`config.mk`:
```
export PLATFORM = sky130hd
export DESIGN_NAME = mc_controller
export DESIGN_NICKNAME = d
export VERILOG_FILES = /design/src/rtl/mips_ctrl_pkg.sv /design/src/rtl/alu_decode.sv /design/src/rtl/mc_controller.sv
export SDC_FILE = /design/constraint.sdc
export NUM_CORES = 1
export LEC_CHECK = 0
export CELL_PAD_IN_SITES_DETAIL_PLACEMENT = 0
export CELL_PAD_IN_SITES_GLOBAL_PLACEMENT = 1
export CORE_MARGIN = 4
export CORE_UTILIZATION = 33
export CTS_CLUSTER_DIAMETER = 40
export DETAILED_ROUTE_END_ITERATION = 8
export HOLD_SLACK_MARGIN = 0.1
export PLACE_DENSITY = 0.86
export RECOVER_POWER = 100
export SYNTH_ARGS = -nofsm -noshare
export SYNTH_HDL_FRONTEND = slang
export SYNTH_SLANG_ARGS = --single-unit
```
`constraint.sdc`:
```
create_clock -name clk -period 4.45 [get_ports clk]
set_clock_uncertainty 0.15 [all_clocks]
set_input_delay 0.6675 -clock clk [delete_from_list [all_inputs] [get_ports clk]]
set_output_delay 0.6675 -clock clk [all_outputs]
set_load 0.02 [all_outputs]
```
`src/rtl/mips_ctrl_pkg.sv`:
```
// rtl/mips_ctrl_pkg.sv - shared encodings for the multi-cycle MIPS controller
// Holds opcode/funct values, the controller state encoding and the
// datapath select encodings driven by mc_controller.
package mips_ctrl_pkg;

    localparam logic [5:0] OP_RTYPE  = 6'h00;
    localparam logic [5:0] OP_REGIMM = 6'h01;
    localparam logic [5:0] OP_J      = 6'h02;
    localparam logic [5:0] OP_JAL    = 6'h03;
    localparam logic [5:0] OP_BEQ    = 6'h04;
    localparam logic [5:0] OP_BNE    = 6'h05;
    localparam logic [5:0] OP_ADDI   = 6'h08;
    localparam logic [5:0] OP_ADDIU  = 6'h09;
    localparam logic [5:0] OP_ORI    = 6'h0D;
    localparam logic [5:0] OP_LUI    = 6'h0F;
    localparam logic [5:0] OP_LW     = 6'h23;
    localparam logic [5:0] OP_SW     = 6'h2B;

    localparam logic [5:0] FN_SLL  = 6'h00;
    localparam logic [5:0] FN_SRL  = 6'h02;
    localparam logic [5:0] FN_JR   = 6'h08;
    localparam logic [5:0] FN_MOVZ = 6'h0A;
    localparam logic [5:0] FN_ADD  = 6'h20;
    localparam logic [5:0] FN_ADDU = 6'h21;
    localparam logic [5:0] FN_SUB  = 6'h22;
    localparam logic [5:0] FN_SUBU = 6'h23;
    localparam logic [5:0] FN_AND  = 6'h24;
    localparam logic [5:0] FN_OR   = 6'h25;
    localparam logic [5:0] FN_XOR  = 6'h26;

    typedef enum logic [2:0] {
        ST_FETCH  = 3'd0,
        ST_DECODE = 3'd1,
        ST_EXEC   = 3'd2,
        ST_MEM    = 3'd3,
        ST_WB     = 3'd4,
        ST_ERR    = 3'd5
    } state_t;

    localparam logic [3:0] ALU_ADD  = 4'b0000;
    localparam logic [3:0] ALU_SUB  = 4'b0001;
    localparam logic [3:0] ALU_AND  = 4'b0010;
    localparam logic [3:0] ALU_OR   = 4'b0011;
    localparam logic [3:0] ALU_XOR  = 4'b0100;
    localparam logic [3:0] ALU_SLL  = 4'b0101;
    localparam logic [3:0] ALU_SRL  = 4'b0110;
    localparam logic [3:0] ALU_MOVZ = 4'b0111;

    localparam logic [1:0] PC_PLUS4  = 2'b00;
    localparam logic [1:0] PC_BRANCH = 2'b01;
    localparam logic [1:0] PC_JUMP   = 2'b10;
    localparam logic [1:0] PC_RS     = 2'b11;

    localparam logic [1:0] RD_RT = 2'b00;
    localparam logic [1:0] RD_RD = 2'b01;
    localparam logic [1:0] RD_RA = 2'b10;

    localparam logic [1:0] M2R_ALU = 2'b00;
    localparam logic [1:0] M2R_MEM = 2'b01;
    localparam logic [1:0] M2R_PC  = 2'b10;

    localparam logic [1:0] EXT_SIGN = 2'b00;
    localparam logic [1:0] EXT_LUI  = 2'b01;
    localparam logic [1:0] EXT_ZERO = 2'b10;

endpackage

```
`src/rtl/alu_decode.sv`:
```
// rtl/alu_decode.sv - combinational opcode/funct to ALU operation decode
// Ports: opcode, funct (in, 6 each); alu_ctr (out, 4) ALU operation;
// legal (out, 1) instruction belongs to the supported set.
module alu_decode
    import mips_ctrl_pkg::*;
(
    input  logic [5:0] opcode,
    input  logic [5:0] funct,
    output logic [3:0] alu_ctr,
    output logic       legal
);

    always_comb begin
        alu_ctr = ALU_ADD;
        legal   = 1'b1;
        case (opcode)
            OP_RTYPE: begin
                case (funct)
                    FN_ADD, FN_ADDU, FN_JR: alu_ctr = ALU_ADD;
                    FN_SUB, FN_SUBU:        alu_ctr = ALU_SUB;
                    FN_AND:                 alu_ctr = ALU_AND;
                    FN_OR:                  alu_ctr = ALU_OR;
                    FN_XOR:                 alu_ctr = ALU_XOR;
                    FN_SLL:                 alu_ctr = ALU_SLL;
                    FN_SRL:                 alu_ctr = ALU_SRL;
                    FN_MOVZ:                alu_ctr = ALU_MOVZ;
                    default:                legal   = 1'b0;
                endcase
            end
            OP_ADDI, OP_ADDIU, OP_LUI, OP_LW, OP_SW, OP_J, OP_JAL: alu_ctr = ALU_ADD;
            OP_ORI:                                                alu_ctr = ALU_OR;
            OP_BEQ, OP_BNE, OP_REGIMM:                             alu_ctr = ALU_SUB;
            default:                                               legal   = 1'b0;
        endcase
    end

endmodule

```
`src/rtl/mc_controller.sv`:
```
// rtl/mc_controller.sv - multi-cycle MIPS control unit with memory timeout
// Ports: clk, reset (sync, active-high); instr, zero, bge, movz flags and
// mem_ack from the datapath/memory; mem_req/mem_we memory request;
// ir_we/pc_we/reg_we write enables; reg_dst, mem_to_reg, pc_src, alu_src,
// ext_op, alu_ctr datapath selects; state (debug), err (sticky trap),
// instr_cnt (retired instructions, wraps).
module mc_controller
    import mips_ctrl_pkg::*;
#(
    parameter int TIMEOUT = 16,
    parameter int CNT_W   = 32
)(
    input  logic             clk,
    input  logic             reset,
    input  logic [31:0]      instr,
    input  logic             zero,
    input  logic             bge,
    input  logic             movz,
    input  logic             mem_ack,
    output logic             mem_req,
    output logic             mem_we,
    output logic             ir_we,
    output logic             pc_we,
    output logic             reg_we,
    output logic [1:0]       reg_dst,
    output logic [1:0]       mem_to_reg,
    output logic [1:0]       pc_src,
    output logic             alu_src,
    output logic [1:0]       ext_op,
    output logic [3:0]       alu_ctr,
    output logic [2:0]       state,
    output logic             err,
    output logic [CNT_W-1:0] instr_cnt
);

    // Wide enough to hold TIMEOUT itself; at least one bit when TIMEOUT is 0.
    localparam int TO_W = $clog2(TIMEOUT + 2);

    state_t           state_q, state_d;
    logic [TO_W-1:0]  tcnt_q;
    logic [CNT_W-1:0] cnt_q;

    logic [5:0] opcode;
    logic [5:0] funct;
    logic [3:0] dec_alu;
    logic       legal;
    logic       is_r;
    logic       waiting;
    logic       timed_out;

    assign opcode = instr[31:26];
    assign funct  = instr[5:0];
    assign is_r   = (opcode == OP_RTYPE);

    alu_decode u_alu_decode (
        .opcode  (opcode),
        .funct   (funct),
        .alu_ctr (dec_alu),
        .legal   (legal)
    );

    assign waiting = (state_q == ST_FETCH) || (state_q == ST_MEM);

    // Fires on the wait cycle that would bring the counter to TIMEOUT;
    // an ack in that same cycle takes precedence in the FSM below.
    assign timed_out = (TIMEOUT != 0) && waiting && !mem_ack &&
                       (tcnt_q == TO_W'(TIMEOUT - 1));

    always_ff @(posedge clk) begin
        if (reset) begin
            state_q <= ST_FETCH;
            tcnt_q  <= '0;
            cnt_q   <= '0;
        end else begin
            state_q <= state_d;
            if (state_d != state_q)
                tcnt_q <= '0;
            else if (waiting && !mem_ack)
                tcnt_q <= tcnt_q + 1'b1;
            // ERR only leaves through reset, so trap entries never count.
            if (state_q != ST_FETCH && state_d == ST_FETCH)
                cnt_q <= cnt_q + 1'b1;
        end
    end

    always_comb begin
        state_d    = state_q;
        mem_req    = 1'b0;
        mem_we     = 1'b0;
        ir_we      = 1'b0;
        pc_we      = 1'b0;
        reg_we     = 1'b0;
        reg_dst    = RD_RT;
        mem_to_reg = M2R_ALU;
        pc_src     = PC_PLUS4;
        alu_src    = 1'b0;
        ext_op     = EXT_SIGN;
        alu_ctr    = ALU_ADD;

        case (state_q)
            ST_FETCH: begin
                mem_req = 1'b1;
                if (mem_ack) begin
                    ir_we   = 1'b1;
                    pc_we   = 1'b1;
                    state_d = ST_DECODE;
                end else if (timed_out) begin
                    state_d = ST_ERR;
                end
            end

            ST_DECODE: begin
                if (!legal) begin
                    state_d = ST_ERR;
                end else if (opcode == OP_J || opcode == OP_JAL) begin
                    pc_we   = 1'b1;
                    pc_src  = PC_JUMP;
                    state_d = ST_FETCH;
                    if (opcode == OP_JAL) begin
                        reg_we     = 1'b1;
                        reg_dst    = RD_RA;
                        mem_to_reg = M2R_PC;
                    end
                end else if (is_r && funct == FN_JR) begin
                    pc_we   = 1'b1;
                    pc_src  = PC_RS;
                    state_d = ST_FETCH;
                end else begin
                    state_d = ST_EXEC;
                end
            end

            ST_EXEC: begin
                alu_ctr = dec_alu;
                alu_src = (opcode == OP_ADDI) || (opcode == OP_ADDIU) ||
                          (opcode == OP_ORI)  || (opcode == OP_LUI)   ||
                          (opcode == OP_LW)   || (opcode == OP_SW);
                if (opcode == OP_ORI)
                    ext_op = EXT_ZERO;
                else if (opcode == OP_LUI)
                    ext_op = EXT_LUI;
                case (opcode)
                    OP_BEQ: begin
                        pc_we   = zero;
                        pc_src  = PC_BRANCH;
                        state_d = ST_FETCH;
                    end
                    OP_BNE: begin
                        pc_we   = ~zero;
                        pc_src  = PC_BRANCH;
                        state_d = ST_FETCH;
                    end
                    OP_REGIMM: begin
                        // bgezal: link and branch together when rs >= 0.
                        pc_we      = bge;
                        reg_we     = bge;
                        reg_dst    = RD_RA;
                        mem_to_reg = M2R_PC;
                        pc_src     = PC_BRANCH;
                        state_d    = ST_FETCH;
                    end
                    OP_LW, OP_SW: state_d = ST_MEM;
                    default:      state_d = ST_WB;
                endcase
            end

            ST_MEM: begin
                mem_req = 1'b1;
                mem_we  = (opcode == OP_SW);
                if (mem_ack)
                    state_d = (opcode == OP_SW) ? ST_FETCH : ST_WB;
                else if (timed_out)
                    state_d = ST_ERR;
            end

            ST_WB: begin
                reg_we = 1'b1;
                if (instr == 32'h0)
                    reg_we = 1'b0;
                else if (is_r && funct == FN_MOVZ)
                    reg_we = movz;
                if (is_r)
                    reg_dst = RD_RD;
                if (opcode == OP_LW)
                    mem_to_reg = M2R_MEM;
                state_d = ST_FETCH;
            end

            ST_ERR: state_d = ST_ERR;

            default: state_d = ST_ERR;
        endcase

        // The instruction in flight is abandoned at a reset edge, so nothing
        // it would commit may be written in that cycle.
        if (reset) begin
            mem_we = 1'b0;
            ir_we  = 1'b0;
            pc_we  = 1'b0;
            reg_we = 1'b0;
        end
    end

    assign state     = state_q;
    assign err       = (state_q == ST_ERR);
    assign instr_cnt = cnt_q;

endmodule

```
After elaboration in Yosys (flattened, before gate mapping)
Index checks and enable logic that the tools add are counted.

Add/sub/neg operators: 2. Equal/unequal tests: 28. Muxes and demuxes: 51. Bitwise operators: 1. Reductions and logical operators: 26.

Operators by type and width (number): 6-bit equality test (second input constant) (9); 6-bit by 4-bit equality test with 1-bit output (second input constant) (6); 32-bit by 1-bit adder with 32-bit output (second input constant) (1); 32-bit zero test (1); 1-bit two-way mux (23); 2-bit two-way mux (11); 11-bit OR reduction (2); 3-bit case mux with 7 select lines (1); 6-bit by 2-bit equality test with 1-bit output (second input constant) (3); 3-bit two-way mux (5); 3-bit case mux with 5 select lines (1); 6-bit by 3-bit equality test with 1-bit output (second input constant) (2); 6-bit zero test (2); 2-bit case mux with 3 select lines (2); 4-bit case mux with 3 select lines (1); 1-bit case mux with 3 select lines (3); 2-bit OR reduction (4); 1-bit logical OR (7); 3-bit by 2-bit equality test with 1-bit output (second input constant) (2); 3-bit equality test (second input constant) (2); 6-bit by 1-bit equality test with 1-bit output (second input constant) (1); 3-bit zero test (2); 3-bit case mux with 2 select lines (1); 5-bit by 1-bit adder with 5-bit output (second input constant) (1); other kinds (11) (15).

Bits in registers: 40. Bits of input ports: 38. Output and inout port bits: 54. Word-level logic and storage cells: 111.

Longest topological paths before layout
Word-level depth: 9. Mapped depth: 13. Gate-level depth less buffers: 10.

Hierarchy
Synthesis repeated with hierarchy kept, for this count alone.

Cell total of the unflattened synthesis: 379. Area total of the unflattened synthesis: 2845.2 um2.

Modules (own cells, without submodules): mc_controller (times used 1, cells each 343, area each 2608.8 um2, sequential area each 800.8 um2); alu_decode (times used 1, cells each 36, area each 236.5 um2, sequential area each 0.0 um2).

Least setup slack after synthesis
Ideal clock, no wire load.

Kind: input to output. From: input instr[29]. To: output pc_we. Arrival time: 2.847 ns. Data required time: 3.632 ns. Slack: 0.786 ns. Stages: 8. Path buffers: 1. Path through: buf_4 > or4_4 > nor4_2 > and3_1 > o21ai_0 > nor2_1 > nor2_1 > nor3_1.

Longest elaborated chain between the ends: 7. Elaborated cells between the ends (all ways): 22. Classes of those cells: 11 x eq/ne; 7 x mux; 4 x reduce/logical.

RTL lines: start: declaration (line mc_controller.sv:15) `input logic [31:0] instr,`; branches (longest 5 deep; another with 11-bit OR reduction); 1-bit case mux with 3 select lines * (line mc_controller.sv:100) `case (state_q)`; 1-bit two-way mux * (line mc_controller.sv:196) `if (reset) begin`; end: declaration (line mc_controller.sv:23) `output logic pc_we,`.

Every way passes the cells marked *.

Worst setup path in the final report
From: input instr[29]. To: output pc_src[0].

Longest elaborated chain between the ends: 6. Elaborated cells between the ends (all ways): 22. Classes of those cells: 11 x eq/ne; 6 x mux; 5 x reduce/logical.

RTL lines: branches (longest 5 deep; another with 11-bit OR reduction); 2-bit case mux with 2 select lines * (line mc_controller.sv:100); end: declaration (line mc_controller.sv:27) `output logic [1:0] pc_src,`.

Marked as above.

==> impl_metrics.ini <==
[clocking]
cts_buffers = 5
clk_pin_slew_worst_paths_ns = 0.08
root_buffer = clkbuf_8
cts_tree = built
clock_sinks = 40
cts_setup_buffers = 0
cts.path.max_buffers = 2
clk_latency_ns = 0.30
cts_resized = 0
htreeDepth = 2
cts_hold_buf = 0

[synthesis]
synth.area.top_cells = dfxtp_1, nor2_1, a21oi_1, nand2_1, or3_1
syn-cell-area_sq_um = 2790
seq_area_frac_synth_pct = 28.7
yosys_warnings = 0
avgSynthCellArea_sq_um = 7.38
synth_nets = 419
synth_ff_type = dfxtp_1
async_flop_share_pct = 0
yosysTopAreaCell = dfxtp_1
synth.distinct_cells = 58
synth_xor_area_share_pct = 3.14
synth-seq-cells = 40
synth_compound_area_share_pct = 17.4
syn_inst = 378
synthMuxAreaShare_pct = 3.14
synthAdderAreaFrac_pct = 1.35
synth_top_family_by_area = simple AND/OR/NAND/NOR gates
synth_top_cell_area_share_pct = 28.7
synth_edf_count = 0
synthSimpleGateAreaFrac_pct = 40.0

[sta]
worst_pin_slew_ns = 0.908
setup_viol = 0
layout_min_cycle_time_ns = 4.29
finalSetupTns_ns = 0
max_freq_mhz = 233
hold_ws_ns = 0.351
hold_viol_final = 0
relSlewSlack_pct = 39.0
timing.final.ws_setup_ns = 0.156
period_share_pct = 96.5
rsz0062_at_grt = no
final_max_slew_viol_count = 0

[detailed_routing]
drtPass1Iterations = 5
ant_nets = 0
wirelength_um = 8080
drtIter0Drc = 115
viasPerCell = 5.52
num_vias = 3081
drc = 0
wire_per_inst_um = 14.5

[place]
place_hpwl_um = 6180
portBuffers = 90
pre_cts_ws_ns = 0.0817
gp_congestion = 0.847

[global_route]
grt_util_met1_pct = 19.3
antenna_found_initial = 0
grt_max_degree = 43
track_usage_pct = 16.0
grt_pass1_wl_um = 13400
grt_pass1_vias = 2887
grtUsageMet2_pct = 28.5
overflow = 0
use_met3_pct = 3.96
busiest_layer = met2

[die]
std_cell_rows = 33
initial_core_util_pct = 33.9
die_area_sq_um = 9990
die_w_um = 99.9
io_pins = 92
core_area_sq_um = 8220
die_height_um = 99.9

[layout]
antennaDiodeCount = 0
nets = 493
layout_commonest_cell = dlygate4sd3_1
area_growth_pct = 36.8
final_cell_mix = dlygate4sd3_1, nor2_1, dfxtp_1
drive_gt1_share_pct = 6.40

[pwr]
static-leakage-power_nw = 1.38
power_density_nw_per_um2 = 254
finalPower_mw = 0.968
peakVddDrop_uv = 111

[setup_path]
end_kind = output pin
arrival_ns = 3.48
path_class = primary input to output pin
rr_worst_depth = 10
crit_fanout = 5
start_kind = primary input
worst_ep_required_time_ns = 3.63

[hold_path]
hold_path_depth = 2
hold_path_class = flip-flop to flip-flop

[outcome]
outcome = finished, final reports clean

[job]
maxCapViolCount = 0
-- per-layer routing --
| metal | up-vias | wire length, um | part of all wire, % |
|---|---|---|---|
| met5 | - | 0 | 0 |
| met4 | 0 | 76 | 0.94 |
| met3 | 7 | 629 | 7.8 |
| met2 | 125 | 3890 | 48 |
| met1 | 1409 | 3480 | 43 |
| li1 | 1540 | - | - |
-- sequential cells by signal, summed over array words and instances, names as in the netlist --
signal,flops
state,3
instr_cnt,32
tcnt_q,5
-- report_power, final --
| group | switching [mW] | internal [mW] |
|---|---|---|
| clock | 0.132 | 0.166 |
| sequential | 0.0348 | 0.371 |
| combinational | 0.152 | 0.112 |
| total | 0.318 | 0.650 |
-- synth_stat cells, types with 2 or more instances --
library cell	n
mux2_2	6
or4_1	13
buf_6	2
nand4_1	10
buf_2	5
nand2_1	31
inv_1	6
o31ai_1	7
or4_4	2
nor2_1	41
or3_1	17
nor4_1	12
and3_1	7
nand2b_1	6
mux2i_1	2
or2_2	2
nor3b_1	2
nor2b_1	13
xnor2_1	6
o22ai_1	3
a211oi_1	3
nor4_2	2
o21ai_0	19
xor2_1	4
dfxtp_1	40
ha_1	3
nand3_1	14
nor3_1	16
a31oi_1	2
clkbuf_1	21
buf_4	3
a21oi_1	30
and4_1	3
-- cell type report --
class	count	area, sq um
Clock buffer	5	68.8
Clock inverter	3	42.5
Fill cell	823	4400
Inverter	6	22.5
Multi-Input combinational cell	301	1800
Sequential cell	40	801
Tap cell	105	131
Timing Repair Buffer	98	950
-- worst paths after layout --
path | startpoint | to | slack [ns]
setup / recovery | instr[29] | pc_src[0] | 0.16
setup reg to reg | tcnt_q[0] | instr_cnt[25] | 0.81
hold / removal | tcnt_q[4] | tcnt_q[4] | 0.35
hold reg to reg | tcnt_q[4] | tcnt_q[4] | 0.35
-- logic make-up (layout without fill, tap and decap cells) --
family,Yosys count,after routing
other,1,1
adders and majority gates,3,3
buffers and inverters,37,112
muxes,8,8
xor gates and xnor gates,10,10
and+or+nand+nor,200,200
DFF,40,40
AOI/OAI and AO/OA,79,79
-- through the flow --
stage               instance area [sq um]  instances  util (%)
floorplan                            2790        378         -
global placement                     3730        550      45.4
detailed placement                   3730        550      45.4
CTS                                  3840        558      46.8
global route                         3810        558      46.4
finish                               3810        558      46.4
-- critical path, cell delays in order --
cell,delay [ns]
clkdlybuf4s50_1,0.49
or4_4,0.61
or3_1,0.34
or4_1,0.51
o2bb2ai_1,0.15
dlygate4sd3_1,0.71
No activity file was read; power rests on OpenSTA's default activity.
